$ cat src/rtl/contador_pkg.sv
`default_nettype none
// ============================================================================
// Module   : contador_pkg
// Purpose  : Shared types and default widths for the ripple-counter
//            controller (state encoding, counter and reload widths).
// Revision : 1.0  initial release
// ============================================================================
package contador_pkg;

    // Default width of the counter value and terminal-count limit
    localparam int c_CNT_W_DEF = 11;

    // Default width of the saturating auto-reload event counter
    localparam int c_RLD_W_DEF = 8;

    // Controller states, 2-bit encoding
    typedef enum logic [1:0] {
        ST_IDLE  = 2'd0,
        ST_CLEAR = 2'd1,
        ST_RUN   = 2'd2,
        ST_TERM  = 2'd3
    } state_t;

endpackage
`default_nettype wire

$ cat src/rtl/contador_ctrl.sv
`default_nettype none
// ============================================================================
// Module   : contador_ctrl
// Purpose  : Run controller for an external JK ripple counter. Clears the
//            counter, enables toggling until the latched limit is reached,
//            pulses done, and optionally restarts (auto-reload) while
//            counting reload events with saturation.
// Revision : 1.0  initial release
// ============================================================================
module contador_ctrl
    import contador_pkg::*;
#(
    parameter int CNT_W = c_CNT_W_DEF,
    parameter int RLD_W = c_RLD_W_DEF
) (
    input  logic             Clo,
    input  logic             Clr,
    input  logic             start,
    input  logic             pause,
    input  logic             abort,
    input  logic             auto_reload,
    input  logic [CNT_W-1:0] limit,
    input  logic [CNT_W-1:0] cnt,
    output logic             jk_en,
    output logic             cnt_clr,
    output logic             busy,
    output logic             done,
    output logic [RLD_W-1:0] reload_cnt
);

    localparam logic [RLD_W-1:0] c_RLD_MAX = '1;
    localparam logic [RLD_W-1:0] c_RLD_ONE = {{(RLD_W-1){1'b0}}, 1'b1};
    localparam logic [CNT_W-1:0] c_CNT_ONE = {{(CNT_W-1){1'b0}}, 1'b1};

    state_t           r_state;
    state_t           w_state_nxt;
    logic [CNT_W-1:0] r_limit;
    logic [RLD_W-1:0] r_reload_cnt;
    logic             r_done;
    logic             r_cnt_clr;
    logic             r_busy;

    logic             w_jk_en;
    logic             w_term_hit;
    logic             w_start_ok;
    logic             w_start_zero;
    logic             w_reload;
    logic             w_done_nxt;
    logic             w_cnt_clr_nxt;
    logic             w_busy_nxt;
    logic [CNT_W-1:0] w_limit_m1;

    // Toggle enable is the only combinational output; reset also masks it so
    // the counter never advances while Clr is held.
    assign w_jk_en      = (r_state == ST_RUN) & ~pause & ~abort & ~Clr;
    // Fire one count early: the enabling edge itself lands the counter on
    // exactly limit. Because jk_en already folds in pause, pause wins.
    assign w_limit_m1   = r_limit - c_CNT_ONE;
    assign w_term_hit   = w_jk_en & (cnt == w_limit_m1);
    assign w_start_ok   = (r_state == ST_IDLE) & start & (limit != '0);
    assign w_start_zero = (r_state == ST_IDLE) & start & (limit == '0);
    // An abort during TERM still lets done through but cancels the restart
    assign w_reload     = (r_state == ST_TERM) & auto_reload & ~abort;

    // State register; done/cnt_clr/busy are registered from the next state
    always_ff @(posedge Clo) begin
        if (Clr) begin
            r_state   <= ST_IDLE;
            r_done    <= 1'b0;
            r_cnt_clr <= 1'b0;
            r_busy    <= 1'b0;
        end else begin
            r_state   <= w_state_nxt;
            r_done    <= w_done_nxt;
            r_cnt_clr <= w_cnt_clr_nxt;
            r_busy    <= w_busy_nxt;
        end
    end

    // Next-state decode; abort leaves the counter untouched (straight to IDLE)
    always_comb begin
        w_state_nxt = r_state;
        case (r_state)
            ST_IDLE: begin
                if (w_start_ok) begin
                    w_state_nxt = ST_CLEAR;
                end
            end
            ST_CLEAR: begin
                w_state_nxt = abort ? ST_IDLE : ST_RUN;
            end
            ST_RUN: begin
                if (abort) begin
                    w_state_nxt = ST_IDLE;
                end else if (w_term_hit) begin
                    w_state_nxt = ST_TERM;
                end
            end
            ST_TERM: begin
                w_state_nxt = w_reload ? ST_CLEAR : ST_IDLE;
            end
            default: begin
                w_state_nxt = ST_IDLE;
            end
        endcase
    end

    // Output decode from the next state so registered outputs align with it
    always_comb begin
        w_done_nxt    = (w_state_nxt == ST_TERM) | w_start_zero;
        w_cnt_clr_nxt = (w_state_nxt == ST_CLEAR);
        w_busy_nxt    = (w_state_nxt != ST_IDLE);
    end

    // Limit latch on accepted start and saturating reload-event counter
    always_ff @(posedge Clo) begin
        if (Clr) begin
            r_limit      <= '0;
            r_reload_cnt <= '0;
        end else if (w_start_ok) begin
            r_limit      <= limit;
            r_reload_cnt <= '0;
        end else if (w_reload && (r_reload_cnt != c_RLD_MAX)) begin
            r_reload_cnt <= r_reload_cnt + c_RLD_ONE;
        end
    end

    assign jk_en      = w_jk_en;
    assign cnt_clr    = r_cnt_clr;
    assign busy       = r_busy;
    assign done       = r_done;
    assign reload_cnt = r_reload_cnt;

endmodule
`default_nettype wire

$ cat config.mk
export PLATFORM = sky130hd
export DESIGN_NAME = contador_ctrl
export DESIGN_NICKNAME = d
export VERILOG_FILES = /design/src/rtl/contador_pkg.sv /design/src/rtl/contador_ctrl.sv
export SDC_FILE = /design/constraint.sdc
export NUM_CORES = 1
export LEC_CHECK = 0
export CORE_MARGIN = 1.5
export CORE_UTILIZATION = 40
export DETAILED_ROUTE_END_ITERATION = 10
export GPL_TIMING_DRIVEN = 0
export PLACE_DENSITY_LB_ADDON = 0.3
export SYNTH_ARGS = -nofsm -noshare
export SYNTH_HDL_FRONTEND = slang
export SYNTH_SLANG_ARGS = --single-unit
$ cat constraint.sdc
create_clock -name Clo -period 1.82 [get_ports Clo]
set_clock_uncertainty 0.1 [all_clocks]
set_input_delay 0.364 -clock Clo [delete_from_list [all_inputs] [get_ports Clo]]
set_output_delay 0.364 -clock Clo [all_outputs]
set_load 0.02 [all_outputs]
==> flow_summary.json <==
{
  "crit_slowest_cell": "dfxtp_4",
  "period_share_pct": 104,
  "fin_ws_ns": -0.0654,
  "comb_power_share_pct": 28.0,
  "endpoint_kind": "flip-flop",
  "dp_hpwl_um": 2390,
  "nets": 223,
  "start_util_pct": 42.4,
  "clk_pin_slew_ns": 0.12,
  "fmax_ghz": 0.530,
  "yosys.area_share.simple_pct": 26.5,
  "yosys_warnings": 0,
  "max-slew-margin-rel_pct": 72.0,
  "crit_path_cell_trace": "inv_4 -> ha_4 -> nor3b_4 -> and3_4 -> o21a_1 -> o31ai_2 -> nand4b_1 -> a21oi_1",
  "num_rows": 20,
  "wl_per_cell_um": 13.7,
  "clk_path_buf_depth": 2,
  "synth-main-ff-cell": "dfxtp_1",
  "grt.met3_usage_pct": 5.41,
  "hold_depth": 3,
  "peakVddDrop_uv": 529,
  "power.static_leakage_nw": 0.785,
  "met2_usage_pct": 31.4,
  "die_w_um": 60.1,
  "path_class": "reg -> reg",
  "start_kind": "flip-flop",
  "utilization_pct": 62.6,
  "grt_max_degree": 13,
  "antenna_found_initial": 0,
  "yosysSeqAreaShare_pct": 36.8,
  "min_path_type": "in -> reg",
  "drc": 0,
  "p_sw_share_pct": 28.5,
  "synth_edf_count": 0,
  "ios": 40,
  "ant_nets": 0,
  "die-area_um2": 3620,
  "status": "finished with violations",
  "synthTopCellsByArea": "dfxtp_1, mux2i_1, xor2_1",
  "synthXorXnorAreaFrac_pct": 12.1,
  "drtPass1Iterations": 4,
  "antenna_cells": 0,
  "root_buffer": "clkbuf_4",
  "power_density_nw_per_um2": 579,
  "busiest_layer": "met2",
  "vias_per_cell": 5.12,
  "cts_num_sinks": 24,
  "synth_top_family_by_area": "simple AND/OR/NAND/NOR gates",
  "power_mw": 1.12,
  "clock_latency_ns": 0.31,
  "grt_pass1_vias": 1172,
  "finalHoldViolCount": 0,
  "hp-start": "abort",
  "pwr-share-seq_pct": 51.5,
  "synthAdderAreaFrac_pct": 1.92,
  "overflow": 0,
  "intPower_uw": 798,
  "die_h_um": 60.1,
  "rrSetupSlack_ns": -0.07,
  "violations": "negative setup slack",
  "postCtsHoldBufs": 0,
  "yosys-mux-area-fraction_pct": 8.43,
  "rr_worst_depth": 8,
  "grt_pass1_wl_um": 5080,
  "vias": 1203,
  "synth_largest_area_cell": "dfxtp_1",
  "use_met1_pct": 23.0,
  "gp_congestion": 0.846,
  "cts_max_level": 1,
  "crit_arrival_ns": 2.04,
  "fp.coreArea_um2": 3080,
  "finalSetupViolations": 6,
  "cts_buffers": 3,
  "async_flop_share_pct": 0,
  "synthDominantCellAreaShare_pct": 36.8,
  "syn_avg_cell_area_um2": 9.01,
  "ys_ff_latch": 24,
  "synth_cell_type_count": 38,
  "rr_startpoint": "r_limit[0]",
  "postSynthCellCount": 145,
  "setup_tns_ns": -0.197,
  "path_max_fanout": 4,
  "worst_pin_slew_ns": 0.420,
  "min_to": "r_state[1]",
  "layout_min_cycle_time_ns": 1.89,
  "post-place-ws_ns": -0.487,
  "required_ns": 1.97,
  "synth_compound_area_share_pct": 11.6,
  "slowest_delay_ns": 0.39,
  "pwr-share-clk_pct": 20.6,
  "rsz0062_at_grt": "yes",
  "cts_tree": "built",
  "wl_um": 3220,
  "synth_nets": 175,
  "synthesis.area_um2": 1310,
  "p_switching_uw": 318,
  "grt_usage_pct": 18.6,
  "max_cap_viol_count": 0,
  "drive_gt1_share_pct": 19.9,
  "drv_slew": 0,
  "drtIter0Drc": 40,
  "syn_to_final_growth_pct": 47.5,
  "reg2reg_to": "cnt_clr",
  "io_buffer_count": 38
}
[cell usage after synthesis (all sizes together) (2+ instances only)]
cell and count:
nand4 5, dfxtp 24, mux2i 11, nand2 5
ha 2, nor2b 3, and3 4, nand4b 2
clkbuf 3, o21ai 4, o31ai 2, inv 2
nand2b 4, nor2 23, nor3 2, nand3 3
buf 2, a21oi 6, xnor2 8, nor4 5
xor2 10, a31oi 3, or3 2
[critical path: cells and delay by family (launching register included)]
kind                       cells  cell delay [ns]
AOI/OAI and AO/OA              3             0.60
adders and majority gates      1             0.16
buffers and inverters          1             0.04
DFF                            1             0.39
and+or+nand+nor                3             0.53
[cell type report]
| class | instances | area, um^2 |
|---|---|---|
| Inverter | 2 | 12.5 |
| Multi-Input combinational cell | 114 | 882 |
| Tap cell | 44 | 55.1 |
| Fill cell | 274 | 1150 |
| Timing Repair Buffer | 44 | 429 |
| Buffer | 4 | 30.0 |
| Sequential cell | 24 | 495 |
| Clock buffer | 3 | 22.5 |
[worst max path at each step]
| stage | startpoint | endpoint | slack (ns) | depth (start not counted) |
|---|---|---|---|---|
| finish | r_limit[0] | cnt_clr | -0.07 | 8 |
| global route | r_limit[0] | r_state[0] | -0.16 | 8 |
| CTS | r_limit[1] | cnt_clr | -0.06 | 8 |
| detailed placement | abort | jk_en | -0.49 | 4 |
| global placement | abort | jk_en | -0.47 | 4 |
| floorplan | r_limit[0] | r_state[0] | 0.01 | 8 |
[layer usage]
metal / vias to the layer above / wire length (um)
met5: - / 0
met4: 0 / 51
met3: 6 / 165
met2: 30 / 1560
met1: 561 / 1440
li1: 606 / -
[state kept, by name, summed over array words and instances (netlist names)]
signal	flops
busy	1
cnt_clr	1
done	1
r_limit	11
r_state	2
reload_cnt	8
[cells by family after synthesis]
kind of cell / count (synthesis)
simple gates: 62
fa+ha+maj: 2
flops: 24
buf+inv: 7
xor+xnor: 18
mux: 11
compound gates: 21
[layout by cell type, fill, tap and decap left out, types with 2 or more instances in the layout]
cell	count
nor4_2	2
nand2b_1	4
nor2b_1	3
xnor2_1	8
inv_4	2
a21oi_2	2
ha_4	2
nor4_4	2
and3_4	2
dfxtp_4	3
clkbuf_1	2
nand4b_1	2
o21ai_0	3
dlygate4sd2_1	3
a31oi_1	2
nand4_1	5
mux2i_1	11
nand2_1	5
buf_6	2
buf_4	7
clkbuf_4	3
a21oi_1	4
xor2_1	10
nand3_1	3
and3_1	2
nor2_1	23
dfxtp_1	18
clkdlybuf4s50_1	30
dlymetal6s2s_1	4
dfxtp_2	3
[timing repair]
item                       4_1_cts  5_1_grt
setup buffers                    5        1
gates resized for setup         25       15
setup endpoints to repair       18       25
pin swaps                       10       10
[power groups by stage]
stage                     Combinational (mW)  Sequential, mW  Clock, mW
final                                  0.312           0.574      0.230
after detailed placement               0.274           0.587          0
after CTS                              0.305           0.574      0.233
after global routing                   0.336           0.577      0.253
after global placement                 0.263           0.585          0
after floorplan                        0.169           0.585          0
[stage by stage]
stage                     hold WS [ns]  std cells  cell area, um^2
after global placement           0.385        227             1760
after CTS                        0.308        234             1870
after global routing             0.311        235             1930
after floorplan                  0.381        145             1330
after detailed placement         0.398        227             1760
final                            0.294        235             1930
No activity file was read; power rests on OpenSTA's default activity.
